--- src/rtl/rv_trace_pkg.sv ---
// rtl/rv_trace_pkg.sv - shared types for the retire-trace sink
package rv_trace_pkg;

  localparam int XLEN = 32;

  typedef struct packed {
    logic [XLEN-1:0] pc;
    logic [XLEN-1:0] instr;
    logic [4:0]      rd;
    logic [XLEN-1:0] rd_data;
    logic            mem_wrt;
    logic [XLEN-1:0] mem_addr;
    logic [XLEN-1:0] mem_data;
  } trace_rec_t;

  localparam int TRACE_REC_W = $bits(trace_rec_t);

endpackage

--- src/rtl/rv_retire_trace_sink_if.sv ---
// rtl/rv_retire_trace_sink_if.sv - retire, store and trace-stream signals
interface rv_retire_trace_sink_if #(
  parameter int XLEN = 32
);

  logic            update_i;
  logic [XLEN-1:0] pc_i;
  logic [XLEN-1:0] instr_i;
  logic [4:0]      reg_addr_i;
  logic [XLEN-1:0] reg_data_i;
  logic            mem_wrt_i;
  logic [XLEN-1:0] mem_addr_i;
  logic [XLEN-1:0] mem_data_i;

  logic            trace_valid_o;
  logic            trace_ready_i;
  logic [XLEN-1:0] trace_pc_o;
  logic [XLEN-1:0] trace_instr_o;
  logic [4:0]      trace_rd_o;
  logic [XLEN-1:0] trace_rd_data_o;
  logic            trace_mem_wrt_o;
  logic [XLEN-1:0] trace_mem_addr_o;
  logic [XLEN-1:0] trace_mem_data_o;

  modport master (
    output update_i, pc_i, instr_i, reg_addr_i, reg_data_i,
    output mem_wrt_i, mem_addr_i, mem_data_i, trace_ready_i,
    input  trace_valid_o, trace_pc_o, trace_instr_o, trace_rd_o, trace_rd_data_o,
    input  trace_mem_wrt_o, trace_mem_addr_o, trace_mem_data_o
  );

  modport slave (
    input  update_i, pc_i, instr_i, reg_addr_i, reg_data_i,
    input  mem_wrt_i, mem_addr_i, mem_data_i, trace_ready_i,
    output trace_valid_o, trace_pc_o, trace_instr_o, trace_rd_o, trace_rd_data_o,
    output trace_mem_wrt_o, trace_mem_addr_o, trace_mem_data_o
  );

endinterface

--- src/rtl/rv_trace_fifo.sv ---
// rtl/rv_trace_fifo.sv - synchronous FIFO of trace records with flush
module rv_trace_fifo
  import rv_trace_pkg::*;
#(
  parameter int DEPTH = 8
) (
  input  logic       clk,
  input  logic       rst_n,
  input  logic       flush,
  input  logic       push,
  input  trace_rec_t push_rec,
  input  logic       pop,
  output trace_rec_t head,
  output logic       full,
  output logic       empty
);

  localparam int AW = $clog2(DEPTH);
  localparam int PW = AW + 1;

  logic [PW-1:0] wr_ptr;
  logic [PW-1:0] rd_ptr;
  trace_rec_t    mem [DEPTH];

  // Extra wrap bit distinguishes full from empty when the indices match.
  assign empty = (wr_ptr == rd_ptr);
  assign full  = (wr_ptr[AW-1:0] == rd_ptr[AW-1:0]) && (wr_ptr[AW] != rd_ptr[AW]);
  assign head  = empty ? '0 : mem[rd_ptr[AW-1:0]];

  always_ff @(posedge clk or negedge rst_n) begin
    if (!rst_n) begin
      wr_ptr <= '0;
      rd_ptr <= '0;
    end else if (flush) begin
      wr_ptr <= '0;
      rd_ptr <= '0;
    end else begin
      if (push) wr_ptr <= wr_ptr + PW'(1);
      if (pop)  rd_ptr <= rd_ptr + PW'(1);
    end
  end

  // A push into a full FIFO with a pop overwrites the slot being read out this cycle.
  always_ff @(posedge clk) begin
    if (push && !flush) mem[wr_ptr[AW-1:0]] <= push_rec;
  end

endmodule

--- src/rtl/rv_retire_trace_sink.sv ---
// rtl/rv_retire_trace_sink.sv - captures retire records with attached stores, drains on a stream
module rv_retire_trace_sink #(
  parameter int XLEN  = 32,
  parameter int DEPTH = 8,
  parameter int CNT_W = 32
) (
  input  logic                  clk_i,
  input  logic                  rstn_i,
  input  logic                  clear_i,
  rv_retire_trace_sink_if.slave bus,
  output logic [CNT_W-1:0]      retire_count_o,
  output logic [CNT_W-1:0]      drop_count_o,
  output logic                  overflow_o
);

  import rv_trace_pkg::*;

  localparam logic [CNT_W-1:0] CNT_ONE = 1;

  logic            pend;
  logic [XLEN-1:0] pend_addr;
  logic [XLEN-1:0] pend_data;
  trace_rec_t      new_rec;
  trace_rec_t      head;
  logic            full;
  logic            empty;
  logic            pop;
  logic            push;
  logic            drop;

  assign pop  = !empty && bus.trace_ready_i;
  assign push = !clear_i && bus.update_i && (!full || pop);
  assign drop = !clear_i && bus.update_i && full && !pop;

  always_comb begin
    new_rec         = '0;
    new_rec.pc      = bus.pc_i;
    new_rec.instr   = bus.instr_i;
    new_rec.rd      = bus.reg_addr_i;
    new_rec.rd_data = (bus.reg_addr_i == 5'd0) ? '0 : bus.reg_data_i;
    // A store retiring alongside the instruction beats any older latched store.
    if (bus.mem_wrt_i) begin
      new_rec.mem_wrt  = 1'b1;
      new_rec.mem_addr = bus.mem_addr_i;
      new_rec.mem_data = bus.mem_data_i;
    end else if (pend) begin
      new_rec.mem_wrt  = 1'b1;
      new_rec.mem_addr = pend_addr;
      new_rec.mem_data = pend_data;
    end
  end

  rv_trace_fifo #(
    .DEPTH (DEPTH)
  ) u_fifo (
    .clk      (clk_i),
    .rst_n    (rstn_i),
    .flush    (clear_i),
    .push     (push),
    .push_rec (new_rec),
    .pop      (pop),
    .head     (head),
    .full     (full),
    .empty    (empty)
  );

  always_ff @(posedge clk_i or negedge rstn_i) begin
    if (!rstn_i) begin
      pend           <= 1'b0;
      pend_addr      <= '0;
      pend_data      <= '0;
      retire_count_o <= '0;
      drop_count_o   <= '0;
      overflow_o     <= 1'b0;
    end else if (clear_i) begin
      pend           <= 1'b0;
      pend_addr      <= '0;
      pend_data      <= '0;
      retire_count_o <= '0;
      drop_count_o   <= '0;
      overflow_o     <= 1'b0;
    end else if (bus.update_i) begin
      // The latched store is consumed even when the record itself is dropped.
      pend           <= 1'b0;
      pend_addr      <= '0;
      pend_data      <= '0;
      retire_count_o <= retire_count_o + CNT_ONE;
      if (drop) begin
        drop_count_o <= drop_count_o + CNT_ONE;
        overflow_o   <= 1'b1;
      end
    end else if (bus.mem_wrt_i) begin
      pend      <= 1'b1;
      pend_addr <= bus.mem_addr_i;
      pend_data <= bus.mem_data_i;
    end
  end

  assign bus.trace_valid_o    = !empty;
  assign bus.trace_pc_o       = head.pc;
  assign bus.trace_instr_o    = head.instr;
  assign bus.trace_rd_o       = head.rd;
  assign bus.trace_rd_data_o  = head.rd_data;
  assign bus.trace_mem_wrt_o  = head.mem_wrt;
  assign bus.trace_mem_addr_o = head.mem_addr;
  assign bus.trace_mem_data_o = head.mem_data;

endmodule

--- src/flat_wrapper.sv ---
// flat-port wrapper written by rule: the top's interface ports become plain ports
module rv_retire_trace_sink_flat import rv_trace_pkg::*;
#(
  parameter int XLEN  = 32,
  parameter int DEPTH = 8,
  parameter int CNT_W = 32
)
  (clk_i, rstn_i, clear_i, retire_count_o, drop_count_o, overflow_o, bus_update_i, bus_pc_i, bus_instr_i, bus_reg_addr_i, bus_reg_data_i, bus_mem_wrt_i, bus_mem_addr_i, bus_mem_data_i, bus_trace_ready_i, bus_trace_valid_o, bus_trace_pc_o, bus_trace_instr_o, bus_trace_rd_o, bus_trace_rd_data_o, bus_trace_mem_wrt_o, bus_trace_mem_addr_o, bus_trace_mem_data_o);
  rv_retire_trace_sink_if #(.XLEN(XLEN)) bus_i ();
  input  logic clk_i;
  input  logic rstn_i;
  input  logic clear_i;
  output logic [CNT_W-1:0] retire_count_o;
  output logic [CNT_W-1:0] drop_count_o;
  output logic overflow_o;
  input wire logic [$bits(bus_i.update_i)-1:0] bus_update_i;
  input wire logic [$bits(bus_i.pc_i)-1:0] bus_pc_i;
  input wire logic [$bits(bus_i.instr_i)-1:0] bus_instr_i;
  input wire logic [$bits(bus_i.reg_addr_i)-1:0] bus_reg_addr_i;
  input wire logic [$bits(bus_i.reg_data_i)-1:0] bus_reg_data_i;
  input wire logic [$bits(bus_i.mem_wrt_i)-1:0] bus_mem_wrt_i;
  input wire logic [$bits(bus_i.mem_addr_i)-1:0] bus_mem_addr_i;
  input wire logic [$bits(bus_i.mem_data_i)-1:0] bus_mem_data_i;
  input wire logic [$bits(bus_i.trace_ready_i)-1:0] bus_trace_ready_i;
  output wire logic [$bits(bus_i.trace_valid_o)-1:0] bus_trace_valid_o;
  output wire logic [$bits(bus_i.trace_pc_o)-1:0] bus_trace_pc_o;
  output wire logic [$bits(bus_i.trace_instr_o)-1:0] bus_trace_instr_o;
  output wire logic [$bits(bus_i.trace_rd_o)-1:0] bus_trace_rd_o;
  output wire logic [$bits(bus_i.trace_rd_data_o)-1:0] bus_trace_rd_data_o;
  output wire logic [$bits(bus_i.trace_mem_wrt_o)-1:0] bus_trace_mem_wrt_o;
  output wire logic [$bits(bus_i.trace_mem_addr_o)-1:0] bus_trace_mem_addr_o;
  output wire logic [$bits(bus_i.trace_mem_data_o)-1:0] bus_trace_mem_data_o;
  assign bus_i.update_i = bus_update_i;
  assign bus_i.pc_i = bus_pc_i;
  assign bus_i.instr_i = bus_instr_i;
  assign bus_i.reg_addr_i = bus_reg_addr_i;
  assign bus_i.reg_data_i = bus_reg_data_i;
  assign bus_i.mem_wrt_i = bus_mem_wrt_i;
  assign bus_i.mem_addr_i = bus_mem_addr_i;
  assign bus_i.mem_data_i = bus_mem_data_i;
  assign bus_i.trace_ready_i = bus_trace_ready_i;
  assign bus_trace_valid_o = bus_i.trace_valid_o;
  assign bus_trace_pc_o = bus_i.trace_pc_o;
  assign bus_trace_instr_o = bus_i.trace_instr_o;
  assign bus_trace_rd_o = bus_i.trace_rd_o;
  assign bus_trace_rd_data_o = bus_i.trace_rd_data_o;
  assign bus_trace_mem_wrt_o = bus_i.trace_mem_wrt_o;
  assign bus_trace_mem_addr_o = bus_i.trace_mem_addr_o;
  assign bus_trace_mem_data_o = bus_i.trace_mem_data_o;
  rv_retire_trace_sink #(.XLEN(XLEN), .DEPTH(DEPTH), .CNT_W(CNT_W)) u_core (.clk_i(clk_i), .rstn_i(rstn_i), .clear_i(clear_i), .bus(bus_i), .retire_count_o(retire_count_o), .drop_count_o(drop_count_o), .overflow_o(overflow_o));
endmodule
--- config.mk ---
export PLATFORM = sky130hd
export DESIGN_NAME = rv_retire_trace_sink_flat
export DESIGN_NICKNAME = d
export VERILOG_FILES = /design/src/rtl/rv_trace_pkg.sv /design/src/rtl/rv_retire_trace_sink_if.sv /design/src/rtl/rv_trace_fifo.sv /design/src/rtl/rv_retire_trace_sink.sv /design/src/flat_wrapper.sv
export SDC_FILE = /design/constraint.sdc
export NUM_CORES = 1
export LEC_CHECK = 0
export BUFFER_PORTS_ARGS = -buffer_cell sky130_fd_sc_hd__buf_4
export CORE_ASPECT_RATIO = 1.25
export CORE_MARGIN = 2
export CORE_UTILIZATION = 35
export DETAILED_ROUTE_END_ITERATION = 10
export PLACE_DENSITY = 0.49
export RECOVER_POWER = 100
export SYNTH_ARGS = -nofsm -noshare
export SYNTH_HDL_FRONTEND = slang
export SYNTH_SLANG_ARGS = --single-unit
--- constraint.sdc ---
create_clock -name clk_i -period 48.2 [get_ports clk_i]
set_input_delay 4.82 -clock clk_i [delete_from_list [all_inputs] [get_ports clk_i]]
set_output_delay 4.82 -clock clk_i [all_outputs]
set_load 0.03 [all_outputs]
# Word-level counts from Yosys, hierarchy flattened
# Memory sizes are Yosys's and may differ from the RTL's.
# Index checks and enable logic that the tools add are counted.
[totals] register_bits=138 latchBits=0 ram_bits=1328 romBits=0 mem_count=1
[op_classes] addsub=4 multipliers=0 n_div=0 order_cmp=0 n_eq_ne=3 shifts=0 muxes=27 bitwise=0 reduce_logical=19
[memory_table] memory="u_core.u_fifo.mem" depth=8 width=166 read_ports=1 rd_ports_with_merged_regs=0 wr=1 line_no="rv_trace_fifo.sv:23" text="trace_rec_t mem [DEPTH];"
[ops] op="$mux 32" count=12
[ops] op="$mux 166" count=1
[ops] op="$mux 65" count=2
[ops] op="$add 32x1->32 const B" count=2
[ops] op="$mux 4" count=4
[ops] op="$add 4x1->4 const B" count=2
[ops] op="$mux 1" count=8
[ops] op="$reduce_bool 2->1" count=4
[ops] op="$logic_and 1x1->1" count=7
[ops] op="$logic_not 5->1" count=1
[ops] op="$eq 4x4->1" count=1
[ops] op="$logic_not 1->1" count=4
[ops] op="$eq 3x3->1" count=1
[ops] op="$reduce_bool 3->1" count=1
[ops] op="$reduce_and 2->1" count=1
[ops] op="$logic_or 1x1->1" count=1
[ops] op="$ne 1x1->1" count=1

# Longest topological paths before layout
# Gate-level depths: netlist (run 1).
[logic_depth] ltp_word=8 ltp_mapped=7 mapped_depth_nobuf=6

# Modules after synthesis
# A second synthesis (run 1) with hierarchy kept.
[hier_totals] hier_cells=3411 area_unflattened_um2=58434.8
[modules_own_cells] module="rv_trace_fifo" n_inst=1 cells_each=2716 area_per_inst_um2=51544.4
[modules_own_cells] module="rv_retire_trace_sink" n_inst=1 cells_each=695 area_per_inst_um2=6890.4

# Worst setup path before layout (run 1)
# OpenSTA, ideal clock, no wires.
[synth_path] kind="input to register" from="input bus_update_i" to="memory u_core.u_fifo.mem[0][0] in the netlist's numbering (enable)" setup_time_ns=1.155 arrival_ns=22.215 t_required_ns=47.045 path_slack_ns=24.830 path_stages=4 path_buffers=2 path_cell_list="buf_1 -> o31ai_2 -> buf_6 -> nor4b_1"
[synth_between] elab_chain_cells=5
[synth_rtl] item="start: declaration" line_no="flat_wrapper.sv:16" text="input wire logic [$bits(bus_i.update_i)-1:0] bus_update_i;"
[synth_rtl] item="$logic_and 1x1->1 (2 in series)" line_no="rv_retire_trace_sink.sv:32" text="assign push = !clear_i && bus.update_i && (!full || pop);"
[synth_rtl] item="$logic_and 1x1->1" line_no="rv_trace_fifo.sv:45" text="if (push && !flush) mem[wr_ptr[AW-1:0]] <= push_rec;"
[synth_rtl] item="$mux 1" line_no="rv_trace_fifo.sv:45"
[synth_rtl] item="$mux 1 (implied by the code)" line_no="rv_trace_fifo.sv:45"
[synth_rtl] item="end: declaration" line_no="rv_trace_fifo.sv:23"
# Every way passes these cells.

# Final worst setup path (run 1)
[layout_path] from="input clear_i" to="memory u_core.u_fifo.mem[7][90] in the netlist's numbering (enable)"
[layout_between] elab_chain_cells=6
[layout_rtl] item="start: declaration" line_no="flat_wrapper.sv:12" text="input logic clear_i;"
[layout_rtl] item="$logic_not 1->1 *" line_no="rv_trace_fifo.sv:45, rv_retire_trace_sink.sv:32"
[layout_rtl] item="$logic_and 1x1->1 (2 in series)" line_no="rv_retire_trace_sink.sv:32"
[layout_rtl] item="$logic_and 1x1->1 *" line_no="rv_trace_fifo.sv:45"
[layout_rtl] item="$mux 1 *" line_no="rv_trace_fifo.sv:45"
[layout_rtl] item="$mux 1 (implied by the code) *" line_no="rv_trace_fifo.sv:45"
# Mark *: on every way between the ends. The rest lies on a longest branch, timed or not.

==> impl_results.md, run 1 <==
* Worst EP arrival at 17.23 ns
* Ys async rst share at 9.41%
* Hold_buf cts at 0
* Avg WL per Cell at 25.3 microns
* Initial Utilization at 35.1%
* F_max at 59.0 MHz
* Max-cap violations at 36
* Register area share after synthesis at 75.4%
* Placer congestion estimate at 0.724
* RSZ-0062 raised after global routing: false
* Htree depth at 4
* Fin. Hold Viols at 0
* CP endpoint kind: flop
* Router iterations before antenna repair at 5
* Synth area leaders: edfxtp_1 69%, mux4_2 13%, dfrtp_1 6.0%
* #FFs+latches synth at 1,466
* Main synth FF type: edfxtp_1
* P&R area growth vs syn at 15.9%
* Mapped cell area at 0.0574 sq mm
* Data required time at the worst endpoint at 48.47 ns
* Width of the die at 366 microns
* Residual DRC at 0
* Synth cell types at 47
* EDFF count, synth at 1,328
* Max incr delay on CP at 6.66 ns
* Die area at 0.167 sq mm
* Synth cell count leaders: 1,328 x edfxtp_1, 332 x mux4_2, 291 x nor2_1
* R2r setup slk at 34.02 ns
* CP delay by family, top: buffers and inverters
* First-pass GRT wire length at 209 mm
* Largest area contributor in the netlist: edfxtp_1
* Most used cell along the critical path: clkbuf_1
* Tcrit/Tclk final at 35.2%
* WP buf/inv at 3
* DR vias at 28,500
* Worst-Skew Late Latency at 0.79 ns
* Aggregate global routing overflow at 0
* Hold_sp: u_core.pend_addr[14]$_DFFE_PN0P_
* Mux contribution to synthesized area at 17.1%
* Detail Placement HPWL at 77.0 mm
* Setup TNS at 0 ns
* Clk buf depth at 3
* CTS tree: built
* DRT antenna net count at 0
* Share of the synthesized area in the top cell type at 69.4%
* Adder-cell share of the synthesized area at 0.0871%
* Post-synthesis compound-gate area fraction at 1.51%
* Clock buffer count from CTS at 153
* Most common cell in the netlist: edfxtp_1
* Initial DRC count at 2,041
* Worst slew margin at -571%
* FILL cells at 14,800
* Post-Synth Simple-Gate Area at 3.88%
* Synth Area per Inst at 20.2 sq um
* Core Area at 0.163 sq mm
* LEAKAGE at 21.0 nW
* CP Launch Type: input pin
* R2R Path Start: u_core.u_fifo.rd_ptr[1]$_DFFE_PN0P_
* CTS clk-pin slew, worst paths at 0.06 ns
* Clk_skew at 0.0219 ns
* Vias per Instance at 5.08
* Clock sinks at 1,466
* Worst slew pin tran at 10.07 ns
* Tot GR Track Use at 17.0%
* Failing checks: capacitance limit, slew limit
* Slowest-stage cell, CP: clkbuf_1
* Post-Syn Instances at 2,842
* Rows at 166
* Root Driver: clkbuf_16
* Ports at 403
* Register Area at 0.0433 sq mm
* Syn_nets at 3,017
* Final net count at 3,463
* Worst hold slack at 0.517 ns
* Vias in the first global route at 31,000
* Post-CTS Resized at 0
* Endpoints failing setup at 0
* Number of max-slew violations in the final report at 2,047
* Worst Hold Path Cells at 2
* Power Density at 46.1 mW/mm^2
* Antenna violations before repair at 11
* Hold EP: u_core.pend_addr[14]$_DFFE_PN0P_
* WS Path Type: input pin to flop
* I/O Buffers at 402
* Reg2Reg Depth at 6
* Status: complete, but fails checks
* Routed wire length at 142 mm
* Multi-input logic area at 0.0134 sq mm
* Postcts setup bufs at 0
* RR Endpoint: u_core.u_fifo.mem[7][90]$_DFFE_PP_
* Post-Synth XOR/XNOR Area at 0.756%
* Die H at 457 microns
* Largest net degree at the start of global routing at 150
* Layout cells sized above 1 at 20.1%
* Worst VDD drop at 35.5 uV
* Crit-path max FO at 114
* Synthesis Warnings at 0
* Crit path cell chain: clkbuf_1 > nand2b_1 > nor3_1 > clkbuf_1 > clkbuf_1
* HP Class: flop to flop
* Min Clock Period, post-route at 16.96 ns
* Largest family of logic cells by synthesized area: multiplexers
## cell families (layout without fill, tap and decap cells)
group | after synthesis | after routing
DFF | 1466 | 1466
other | 0 | 3
AOI/OAI and AO/OA | 120 | 120
xor gates and xnor gates | 47 | 47
adders and majority gates | 4 | 4
buffers and inverters | 167 | 738
and+or+nand+nor | 473 | 473
muxes | 565 | 565
## how the worst max path moves through the flow
stage | end | slack, ns | start | cells after the start
global placement | bus_trace_rd_data_o[28] | 38.76 | u_core.u_fifo.rd_ptr[0]$_DFFE_PN0P_ | 7
finish | u_core.u_fifo.mem[7][90]$_DFFE_PP_ | 31.24 | clear_i | 5
detailed placement | bus_trace_rd_data_o[28] | 38.70 | u_core.u_fifo.rd_ptr[0]$_DFFE_PN0P_ | 7
global route | u_core.u_fifo.mem[7][90]$_DFFE_PP_ | 30.13 | clear_i | 5
floorplan | u_core.u_fifo.mem[0][0]$_DFFE_PP_ | 24.83 | bus_update_i | 4
CTS | bus_trace_rd_data_o[28] | 37.80 | u_core.u_fifo.rd_ptr[0]$_DFFE_PN0P_ | 7
## through the flow
stage | worst slack, ns | instance area, sq um | util [%] | cells | total power, mW
after floorplan | 24.83 | 57400 | - | 2842 | 1.80
after global placement | 38.76 | 63000 | 38.5 | 5317 | 1.98
after detailed placement | 38.70 | 63000 | 38.5 | 5317 | 1.99
after CTS | 37.80 | 67900 | 41.5 | 5597 | 3.16
after global routing | 30.13 | 66600 | 40.7 | 5600 | 3.19
final | 31.24 | 66600 | 40.7 | 5600 | 3.07
## routing by layer
layer  track usage (%)  part of all wire, %
met1              21.9                   43
met2              29.0                   51
met3              3.07                  4.2
met4              5.27                  2.2
met5                 0                0.040
## registers in the layout (all words and copies together) (netlist names)
signal and cells:
u_core.u_fifo.wr_ptr 4, u_core.overflow_o 1, u_core.u_fifo.rd_ptr 4, u_core.drop_count_o 32, u_core.u_fifo.mem 1328, u_core.retire_count_o 32, u_core.pend 1, u_core.pend_addr 32
u_core.pend_data 32
## worst register-to-register path, stage by stage, from the launching register on
cell	delay, ns
dfrtp_1	2.08
xor2_1	0.61
or3_4	0.26
o31ai_2	0.17
nor3_1	0.25
clkbuf_1	6.66
clkbuf_1	3.59
## cell usage in the layout (no fill, tap or decap), drive strengths merged, types with 4 or more instances in the layout
cell / Yosys / final
buf: 89 / 118
clkinvlp: 0 / 6
ha: 4 / 4
nor2: 292 / 292
mux4: 332 / 332
nand4: 24 / 24
or4: 4 / 4
mux2i: 232 / 232
clkinv: 0 / 58
nor4: 9 / 9
a22o: 64 / 64
edfxtp: 1328 / 1328
xor2: 38 / 38
clkbuf: 69 / 525
or3: 21 / 21
inv: 9 / 19
nand3: 25 / 25
nand2: 29 / 29
nor2b: 35 / 35
and4: 5 / 5
xnor2: 9 / 9
and3: 8 / 8
o21ai: 21 / 21
nor3: 6 / 6
a21oi: 28 / 28
dfrtp: 138 / 138
o31ai: 6 / 6
bufinv: 0 / 12
## area by class of cell
class                           count  share of cell area (%)
Clock inverter                     86                    1.27
Timing Repair Buffer              449                    3.22
Clock buffer                      194                    6.11
Inverter                            9                  0.0508
Antenna cell                        3                  0.0113
Sequential cell                  1466                    65.1
Tap cell                         2184                    4.11
Multi-Input combinational cell   1209                    20.1
## power by group
part | switching, mW | internal [mW] | leakage, nW
clock network | 0.491 | 0.665 | 2.38
logic | 0.318 | 0.174 | 4.60
registers | 0.0114 | 1.41 | 14.0
No activity file was read; power rests on OpenSTA's default activity.
==> run 2: changes to the inputs <==
==> constraint.sdc (replaced) <==
create_clock -name clk_i -period 17.6 [get_ports clk_i]
set_input_delay 1.76 -clock clk_i [delete_from_list [all_inputs] [get_ports clk_i]]
set_output_delay 1.76 -clock clk_i [all_outputs]
set_load 0.03 [all_outputs]
==> run 2 against run 1 <==
Compared with the run above:
- non-clock buffer count rose by 4
- sequential share of layout area about the same
- the flow still finishes with violations (capacitance limit, slew limit)
- core utilization is essentially flat
- largest power group unchanged
- final cell count is essentially flat
- combinational power grew to 2.7 times the previous value
- register-to-register slack worse by 28 ns
- cell area hardly changed
- die area did not move
==> impl_results.md, run 2 (synthesized netlist as in run 1, its figures left out) <==
* Worst slew margin at -345%
* Residual DRC at 0
* Ports at 403
* Hold EP: u_core.pend_data[11]$_DFFE_PN0P_
* Tot GR Track Use at 17.0%
* Slowest-stage cell, CP: clkbuf_1
* Most frequent cells in the layout: 1,328 x edfxtp_1, 378 x clkbuf_1, 332 x mux4_2, 291 x nor2_1, 232 x mux2i_1
* Pint at 6.11 mW
* WS Path Type: flop to flop
* Non-Filler Instances at 5,598
* CP endpoint kind: flop
* CP Launch Type: flop
* R2R Path Start: u_core.u_fifo.rd_ptr[0]$_DFFE_PN0P_
* Router iterations before antenna repair at 5
* Core Area at 0.163 sq mm
* Routed wire length at 143 mm
* Antenna violations before repair at 7
* Reg2Reg Depth at 7
* I/O Buffers at 402
* Aggregate global routing overflow at 0
* Most used cell along the critical path: clkbuf_1
* First-pass GRT wire length at 210 mm
* Avg WL per Cell at 25.5 microns
* Width of the die at 366 microns
* Sequential cell fraction of total power at 46.5%
* CTS clk-pin slew, worst paths at 0.06 ns
* DRT antenna net count at 0
* Worst slew pin tran at 6.68 ns
* Post-CTS Resized at 0
* Hold_buf cts at 0
* Largest net degree at the start of global routing at 121
* Layout cells sized above 1 at 19.9%
* RR Endpoint: u_core.u_fifo.mem[5][94]$_DFFE_PP_
* Clock buffer count from CTS at 152
* RSZ-0062 raised after global routing: false
* Crit path cell chain: xor2_1 > or3_1 > o31ai_1 > nor4_2 > clkbuf_1 > clkbuf_1 > clkbuf_1
* Crit-path max FO at 45
* Failing checks: capacitance limit, slew limit
* Max incr delay on CP at 2.65 ns
* Status: complete, but fails checks
* Final setup margin at 5.90 ns
* Hold_sp: u_core.pend_data[11]$_DFFE_PN0P_
* Rows at 166
* Power Density at 126 mW/mm^2
* Vias in the first global route at 31,500
* Worst Hold Path Cells at 2
* Postcts setup bufs at 0
* Fin. Hold Viols at 0
* Vias per Instance at 5.11
* Initial DRC count at 1,837
* Die area at 0.167 sq mm
* Min Clock Period, post-route at 11.70 ns
* Setup TNS at 0 ns
* Initial Utilization at 35.1%
* Tcrit/Tclk final at 66.5%
* Place WS at 10.80 ns
* Worst-Skew Late Latency at 0.82 ns
* P&R area growth vs syn at 15.9%
* Number of max-slew violations in the final report at 1,724
* Core Util, Final at 40.7%
* Die H at 457 microns
* HP Class: flop to flop
* LEAKAGE at 21.0 nW
* Commonest non-fill, non-tap cell in the layout: edfxtp_1
* Endpoints failing setup at 0
* Sw Share at 27.1%
* Worst EP arrival at 12.02 ns
* Final net count at 3,466
* Max-cap violations at 36
* Detail Placement HPWL at 77.8 mm
* Clock share of power at 37.6%
* Cells after DPL at 5,321
* Largest register FFs at 1,328
* Gate power share at 15.9%
* Psw at 2.27 mW
* Data required time at the worst endpoint at 17.92 ns
* F_max at 85.5 MHz
* Placer congestion estimate at 0.733
* Clk_skew at 0.0348 ns
* DR vias at 28,600
* Worst VDD drop at 96.9 uV
* Root Driver: clkbuf_16
* R2r setup slk at 5.90 ns
* Clk buf depth at 3
* Clock sinks at 1,466
* Htree depth at 4
* CTS tree: built
==> run 2: cell count changes in the layout (fill, tap and decap cells not counted), moves of 3 or more <==
cell | previous run | this run
clkbuf_16 | 155 | 152
clkbuf_1 | 366 | 378
inv_6 | 6 | 3
clkinvlp_4 | 6 | 2
clkinv_1 | 31 | 23
clkinv_2 | 21 | 18
clkinv_16 | 0 | 6
==> run 2: power groups by stage <==
stage	logic, mW	clock network [mW]	registers, mW
floorplan	0.971	0	3.96
global placement	1.47	0	3.96
detailed placement	1.49	0	3.97
CTS	1.49	3.25	3.89
global route	1.44	3.38	3.90
finish	1.34	3.15	3.89
==> run 2: per-stage QoR <==
step                hold WS, ns  instance area (sq um)  power, mW
detailed placement        0.509                  63000       5.45
finish                    0.518                  66600       8.38
global placement          0.487                  63000       5.44
floorplan                 0.487                  57400       4.93
CTS                       0.526                  67900       8.64
global route              0.544                  66600       8.72
==> run 2: layer usage <==
metal	GRT usage (%)	up-vias	share of wire, %
li1	-	12400	-
met1	21.0	15400	41
met2	30.2	651	52
met3	3.53	204	4.4
met4	4.85	6	2.3
met5	0	-	0.024
==> run 2: area by class of cell <==
type,count,area [sq um]
sequential,1466,43300
tap,2184,2730
antenna,2,5.00
timing repair buffer,453,2190
clock buffer,203,4060
fill,14700,96900
clock inverter,72,846
inverter,9,33.8
multi-input combinational,1209,13400
==> run 2: worst max-delay path by stage <==
stage                                             start                                 end  slack [ns]  cells past startpoint
floorplan                                  bus_update_i   u_core.u_fifo.mem[4][0]$_DFFE_PP_       -1.35                      4
global placement    u_core.u_fifo.rd_ptr[0]$_DFFE_PN0P_                 bus_trace_mem_wrt_o       10.83                      7
detailed placement  u_core.u_fifo.rd_ptr[0]$_DFFE_PN0P_                 bus_trace_mem_wrt_o       10.80                      7
CTS                 u_core.u_fifo.rd_ptr[0]$_DFFE_PN0P_                 bus_trace_mem_wrt_o        9.89                      7
global route        u_core.u_fifo.rd_ptr[0]$_DFFE_PN0P_  u_core.u_fifo.mem[5][86]$_DFFE_PP_        4.82                      7
finish              u_core.u_fifo.rd_ptr[0]$_DFFE_PN0P_  u_core.u_fifo.mem[5][94]$_DFFE_PP_        5.90                      7
==> run 2: critical path, delay by kind of cell (launching register included) <==
kind / cells / cell delay (ns)
buffers and inverters: 3 / 7.43
DFF: 1 / 2.23
and+or+nand+nor: 2 / 0.61
xor gates and xnor gates: 1 / 0.46
AOI/OAI and AO/OA: 1 / 0.35
